[src/rtl/uart_rx_fifo.sv]
// Receive-side word buffer behind the UART receiver: first-word-fall-through FIFO
// with valid/ready drain, plus sticky overflow and saturating framing-error status.
module uart_rx_fifo #(
  parameter int WIDTH = 9,
  parameter int DEPTH = 8,
  parameter int ERR_W = 8
) (
  input  logic                         clock,
  input  logic                         reset,
  input  logic [WIDTH-1:0]             rx_data,
  input  logic                         rx_done,
  input  logic                         rx_framing_error,
  output logic [WIDTH-1:0]             out_data,
  output logic                         out_valid,
  input  logic                         out_ready,
  output logic [$clog2(DEPTH+1)-1:0]   count,
  output logic                         overflow,
  output logic                         frame_err,
  output logic [ERR_W-1:0]             frame_err_count,
  input  logic                         clear_errors
);

  localparam int AW = $clog2(DEPTH);
  localparam int CW = $clog2(DEPTH+1);
  localparam logic [CW-1:0] FULL_CNT = CW'(DEPTH);

  function automatic logic [ERR_W-1:0] sat_inc(input logic [ERR_W-1:0] v);
    return (&v) ? v : v + 1'b1;
  endfunction

  logic [WIDTH-1:0] mem [DEPTH];
  logic [AW-1:0]    wr_ptr;
  logic [AW-1:0]    rd_ptr;
  logic             full;
  logic             pop;
  logic             push_ok;
  logic             drop;
  logic             frame_lvl_p1;
  logic             frame_evt;

  // A pop in the same cycle frees the slot, so a full FIFO still accepts the push.
  assign full      = (count == FULL_CNT);
  assign out_valid = (count != '0);
  assign pop       = out_valid & out_ready;
  assign push_ok   = rx_done & (~full | pop);
  assign drop      = rx_done & full & ~pop;
  assign frame_evt = rx_framing_error & ~frame_lvl_p1;
  assign out_data  = out_valid ? mem[rd_ptr] : '0;

  // Storage is data only and carries no reset.
  always_ff @(posedge clock) begin
    if (push_ok) mem[wr_ptr] <= rx_data;
  end

  always_ff @(posedge clock or posedge reset) begin
    if (reset) begin
      wr_ptr          <= '0;
      rd_ptr          <= '0;
      count           <= '0;
      frame_lvl_p1    <= 1'b0;
      overflow        <= 1'b0;
      frame_err       <= 1'b0;
      frame_err_count <= '0;
    end else begin
      if (push_ok) wr_ptr <= wr_ptr + 1'b1;
      if (pop)     rd_ptr <= rd_ptr + 1'b1;
      case ({push_ok, pop})
        2'b10:   count <= count + 1'b1;
        2'b01:   count <= count - 1'b1;
        default: count <= count;
      endcase
      frame_lvl_p1 <= rx_framing_error;
      // On clear, a coincident new event still wins.
      if (clear_errors) begin
        overflow        <= drop;
        frame_err       <= frame_evt;
        frame_err_count <= ERR_W'(frame_evt);
      end else begin
        if (drop) overflow <= 1'b1;
        if (frame_evt) begin
          frame_err       <= 1'b1;
          frame_err_count <= sat_inc(frame_err_count);
        end
      end
    end
  end

endmodule

[config.mk]
export PLATFORM = sky130hd
export DESIGN_NAME = uart_rx_fifo
export DESIGN_NICKNAME = d
export VERILOG_FILES = /design/src/rtl/uart_rx_fifo.sv
export SDC_FILE = /design/constraint.sdc
export NUM_CORES = 1
export LEC_CHECK = 0
export CORE_MARGIN = 2
export CORE_UTILIZATION = 27
export CTS_BUF_LIST = sky130_fd_sc_hd__clkbuf_8 sky130_fd_sc_hd__clkbuf_16
export DETAILED_ROUTE_END_ITERATION = 16
export GPL_ROUTABILITY_DRIVEN = 0
export HOLD_SLACK_MARGIN = 0.02
export SETUP_SLACK_MARGIN = 0.4
export SLEW_MARGIN = 20
export SYNTH_ARGS = -nofsm -noshare
export SYNTH_HDL_FRONTEND = slang
export SYNTH_SLANG_ARGS = --single-unit
[constraint.sdc]
create_clock -name clock -period 2.3 [get_ports clock]
set_input_delay 0.23 -clock clock [delete_from_list [all_inputs] [get_ports clock]]
set_output_delay 0.23 -clock clock [all_outputs]
set_load 0.1 [all_outputs]
* Word level (Yosys, flattened, before mapping)
Memory sizes are Yosys's and may differ from the RTL's.
Cells that the tools add are included.
W data, S select, Z words.
** Operators by class
- Add/sub/neg operators :: 5
- Eq/ne operators :: 4
- Muxes and demuxes :: 11
- Bitwise logic cells :: 9
- Reduce and logical (&&, ||, !) cells :: 6
** Operators with widths (count)
- $mux W8 :: 3
- $mux W9 :: 1
- $add A8 B1 Y8 const B :: 1
- $pmux W4 S2 :: 1
- $reduce_and A8 Y1 :: 1
- $add A3 B1 Y3 const B :: 2
- $mux W1 :: 6
- $reduce_bool A2 Y1 :: 3
- $and A1 B1 Y1 :: 5
- $add A4 B1 Y4 const B :: 1
- $eq A4 B4 Y1 const B :: 1
- $reduce_bool A4 Y1 :: 1
- $sub A4 B1 Y4 const B :: 1
- $not A1 Y1 :: 3
- $eq A2 B1 Y1 const B :: 1
- $eq A2 B2 Y1 const B :: 1
- $ne A2 B2 Y1 const B :: 1
- $reduce_and A2 Y1 :: 1
- $or A1 B1 Y1 :: 1
** Storage, ports and cells
- Register bits after elaboration :: 21
- RAM bits :: 72
- Input bits :: 15
- Output and inout port bits :: 24
- Word-level logic and storage cells :: 43
- Memories :: 1
** Memory list
- mem :: words 8, bits a word 9, read ports 1, clocked after memory_dff 0, write ports 1, line 31 : logic [WIDTH-1:0] mem [DEPTH];

* Longest topological paths before layout
- Word-level depth :: 6
- Gate-level depth with buffers :: 8
- Mapped depth without buffers :: 7

* Least setup slack after synthesis
No wires, ideal clock.
- Path type :: register -> output
- Start :: reg count[0]
- End :: out out_data[0]
- Data arrival time :: 2.815 ns
- Required time :: 2.070 ns
- Path slack :: -0.745 ns
- Cell stages (with the launch flop) :: 5
- Path buffers :: 2
- Path through :: dfrtp_1 -> buf_2 -> nor4_1 -> buf_2 -> nor2_1
** On the way
- Cells in the longest elaborated chain, start to end :: 2
** RTL lines
- from (decl) :: line 16 : output logic [$clog2(DEPTH+1)-1:0] count,
- from (signal assigned) :: line 68 : 2'b10: count <= count + 1'b1;
- from (signal assigned) :: line 69 : 2'b01: count <= count - 1'b1;
- from (signal assigned) :: line 70 : default: count <= count;
- $reduce_bool A4 Y1 :: line 43 : assign out_valid = (count != '0);
- $mux W9 :: line 48 : assign out_data = out_valid ? mem[rd_ptr] : '0;
- to (decl) :: line 13 : output logic [WIDTH-1:0] out_data,
No other way between the ends.

* Worst setup path after layout
- Start :: reg rd_ptr[0]
- End :: out out_data[0]
** On the way
- Cells in the longest elaborated chain, start to end :: 2
** RTL lines
- from (decl) :: line 33 : logic [AW-1:0] rd_ptr;
- from (signal assigned) :: line 66 : if (pop) rd_ptr <= rd_ptr + 1'b1;
- $mem_v2 Z8 W9
- $mux W9 :: line 48
No other way between the ends.

==> impl_metrics.yaml <==
cts:
  cts_root_buf: "clkbuf_16"
  cts.sinks: 93
  hold_buffers: 0
  cts_tree: "yes"
  cts_made_buffers: 9
  htreeDepth: 3
  clk_path_buf_depth: 2
  clkTransAtPathRegs_ns: 0.06
  insertion_delay_ns: 0.34
setup_path:
  r2r-end: "count[1]"
  rr_startpoint: "count[0]"
  cpLargestDelayFamily: "multiplexers"
  worst_ep_required_time_ns: 2.07
  cpPeakStageDelay_ns: 0.48
  slowest_stage: "mux4_2"
  crit_start: "rd_ptr[0]"
  path_buf_inv: 3
  critPathMaxFanout: 5
  crit_chain: "clkbuf_16 > mux4_2 > mux2i_1 > buf_4 > nor2_4 > buf_12"
  r2r_setup_slack_ns: 0.34
  critPathKind: "reg -> out"
  cp-end-kind: "output pin"
  rr_worst_depth: 7
  worstPathArrival_ns: 1.96
  start_kind: "register"
timing:
  worst_slew_pin_slew_ns: 0.6525
  rsz0062_at_grt: "true"
  skew_ns: 0.008860
  hold_viol: 0
  max-slew-margin-rel: 0.5650
  fin_ws_ns: 0.1111
  fin_tns_setup_ns: 0
  setup_viol: 0
  finalMaxSlewViolations: 0
  fin_crit_ns: 2.189
  period_share: 0.9517
  fmax_ghz: 0.4569
layout:
  fin_cells: 500
  areaGrowthSynthToFinish_pct: 38.60
  nets: 331
  drive_above_1_share: 0.4589
  diodes: 0
yosys:
  post-synth-top-count-cell: "edfxtp_1"
  post-synth-top-area-fraction: 0.5489
  async_flop_share: 0.2258
  synth_warnings: 0
  synth.avg_cell_area_um2: 16.62
  synth_ff_type: "edfxtp_1"
  synth.area.top_cells: "edfxtp_1, dfrtp_1, mux4_2"
  syn_area_um2: 3939
  synthMuxAreaShare: 0.1369
  synth_cells: 237
  synth-compound-area-share: 0.05654
  yosysUniqueCellTypes: 46
  synth_top_family_by_area: "multiplexers"
  synth-simple-area-share: 0.07465
  synth_top_area_cell: "edfxtp_1"
  synth_fa_ha_area_frac: 0.01271
  synth_common_cells: "edfxtp_1, dfrtp_1, nor2_1"
  synth-edff-count: 72
  yosysSeqAreaShare: 0.6823
  synth_xor_area_frac: 0.01334
  ys_ff_latch: 93
  synth_nets: 256
grt:
  antenna_found_initial: 0
  grt_remaining_overflow: 0
  grt_pass1_vias: 2346
  grt_max_degree: 16
  grt.total_usage: 0.1113
  grt_pass1_wl_um: 13340
placement:
  placed_cells: 464
  dp_hpwl_um: 5262
  port_buffers: 38
  dp_slack_ns: 0.1600
route:
  viasPerCell: 4.580
  detail-route-antenna-nets: 0
  dr_total_vias: 2290
  drtIter0Drc: 87
  drt-total-wl_um: 8529
  firstDrtPassIters: 4
  drcViolationCount: 0
  wl_per_cell_um: 17.06
floorplan:
  dieHeight_um: 124.8
  die_width_um: 124.8
  num_rows: 44
  ioPinCount: 39
  core-area_um2: 14370
  die_area_um2: 15570
  start_util: 0.2741
flow_run:
  max-cap-violations: 0
worst_hold_path:
  hold_class: "in -> async"
status:
  status: "finished, final reports clean"
power_and_ir_drop:
  total_power_uw: 8227
  vdd_drop_max_mv: 0.6108
  leakagePower_uw: 0.001924
  power_density_nw_per_um2: 1507
[flip-flops by register name, summed over array words and instances (netlist names)]
signal           flops
frame_err            1
count                4
frame_err_count      8
frame_lvl_p1         1
mem                 72
rd_ptr               3
overflow             1
wr_ptr               3
[through the flow]
stage / utilization / hold slack, ns / cell area, um2
3_5_place_dp: 0.3359 / 0.4702 / 4827
5_1_grt: 0.3799 / 0.2621 / 5459
4_1_cts: 0.3662 / 0.2221 / 5263
2_1_floorplan: - / 0.2060 / 4111
6_report: 0.3799 / 0.2139 / 5459
3_3_place_gp: 0.3359 / 0.4712 / 4827
[layout by cell type, fill, tap and decap left out, drive strengths merged, types with 5 or more instances in the layout]
master / synthesis / routed
edfxtp: 72 / 72
buf: 9 / 60
mux2i: 10 / 10
nor3: 5 / 5
dfrtp: 21 / 21
nand2: 9 / 9
a21oi: 6 / 6
nand3: 5 / 5
inv: 6 / 8
o21ai: 6 / 6
mux4: 18 / 18
nor2: 19 / 19
clkdlybuf4s50: 0 / 14
clkbuf: 3 / 11
[per-layer routing]
metal	part of all wire	GRT usage	wire [um]	up-vias
met2	0.51	0.1816	4355	31
met5	0	0	0	-
met4	0.015	0.04164	129	0
met1	0.44	0.1422	3784	1170
met3	0.030	0.02964	259	10
li1	-	-	-	1079
[kinds of logic (layout without fill, tap and decap cells)]
logic type               count (synthesis)  in the layout
flip-flops                              93             93
AO/OA/AOI/OAI                           30             30
XOR/XNOR                                 6              6
multiplexers                            29             29
adder cells (fa/ha/maj)                  4              4
buffers and inverters                   18             97
AND/OR/NAND/NOR                         57             57
[area by class of cell]
cell class / instances / area [um2]
clock buffers: 9 / 225.2
clock inverters: 6 / 63.81
fillers: 1297 / 8910
inverters: 6 / 30.03
multi-input cells: 126 / 1381
flip-flops and latches: 93 / 2710
well taps: 184 / 230.2
repair buffers: 76 / 818.3
[power by group]
| group | total, uW | internal [uW] | switching, uW |
|---|---|---|---|
| clock | 1440 | 835 | 606 |
| combinational | 4460 | 1860 | 2600 |
| sequential | 2330 | 2080 | 255 |
| total | 8230 | 4770 | 3460 |
[worst max path at each step]
stage	slack, ns	to	cells after the start
2_1_floorplan	0.06	count[1]	8
3_3_place_gp	0.20	mem[1][8]	6
3_5_place_dp	0.16	mem[1][4]	6
4_1_cts	0.07	out_data[6]	5
5_1_grt	0.04	out_data[5]	5
6_report	0.11	out_data[0]	6
[worst register-to-register path, delay by kind of cell, from the launching register on]
family / cells / cell delay [ns]
AND/OR/NAND/NOR: 1 / 0.08
adder cells (fa/ha/maj): 1 / 0.30
XOR/XNOR: 1 / 0.15
flip-flops: 1 / 0.53
AO/OA/AOI/OAI: 4 / 0.79
[timing repair]
action	CTS	global route
endpoints found under the hold margin	0	0
gates resized for setup	27	31
setup endpoints to repair	30	66
pin swaps	1	7
buffers inserted	7	8
cloned	2	4
No activity file was read; power rests on OpenSTA's default activity.
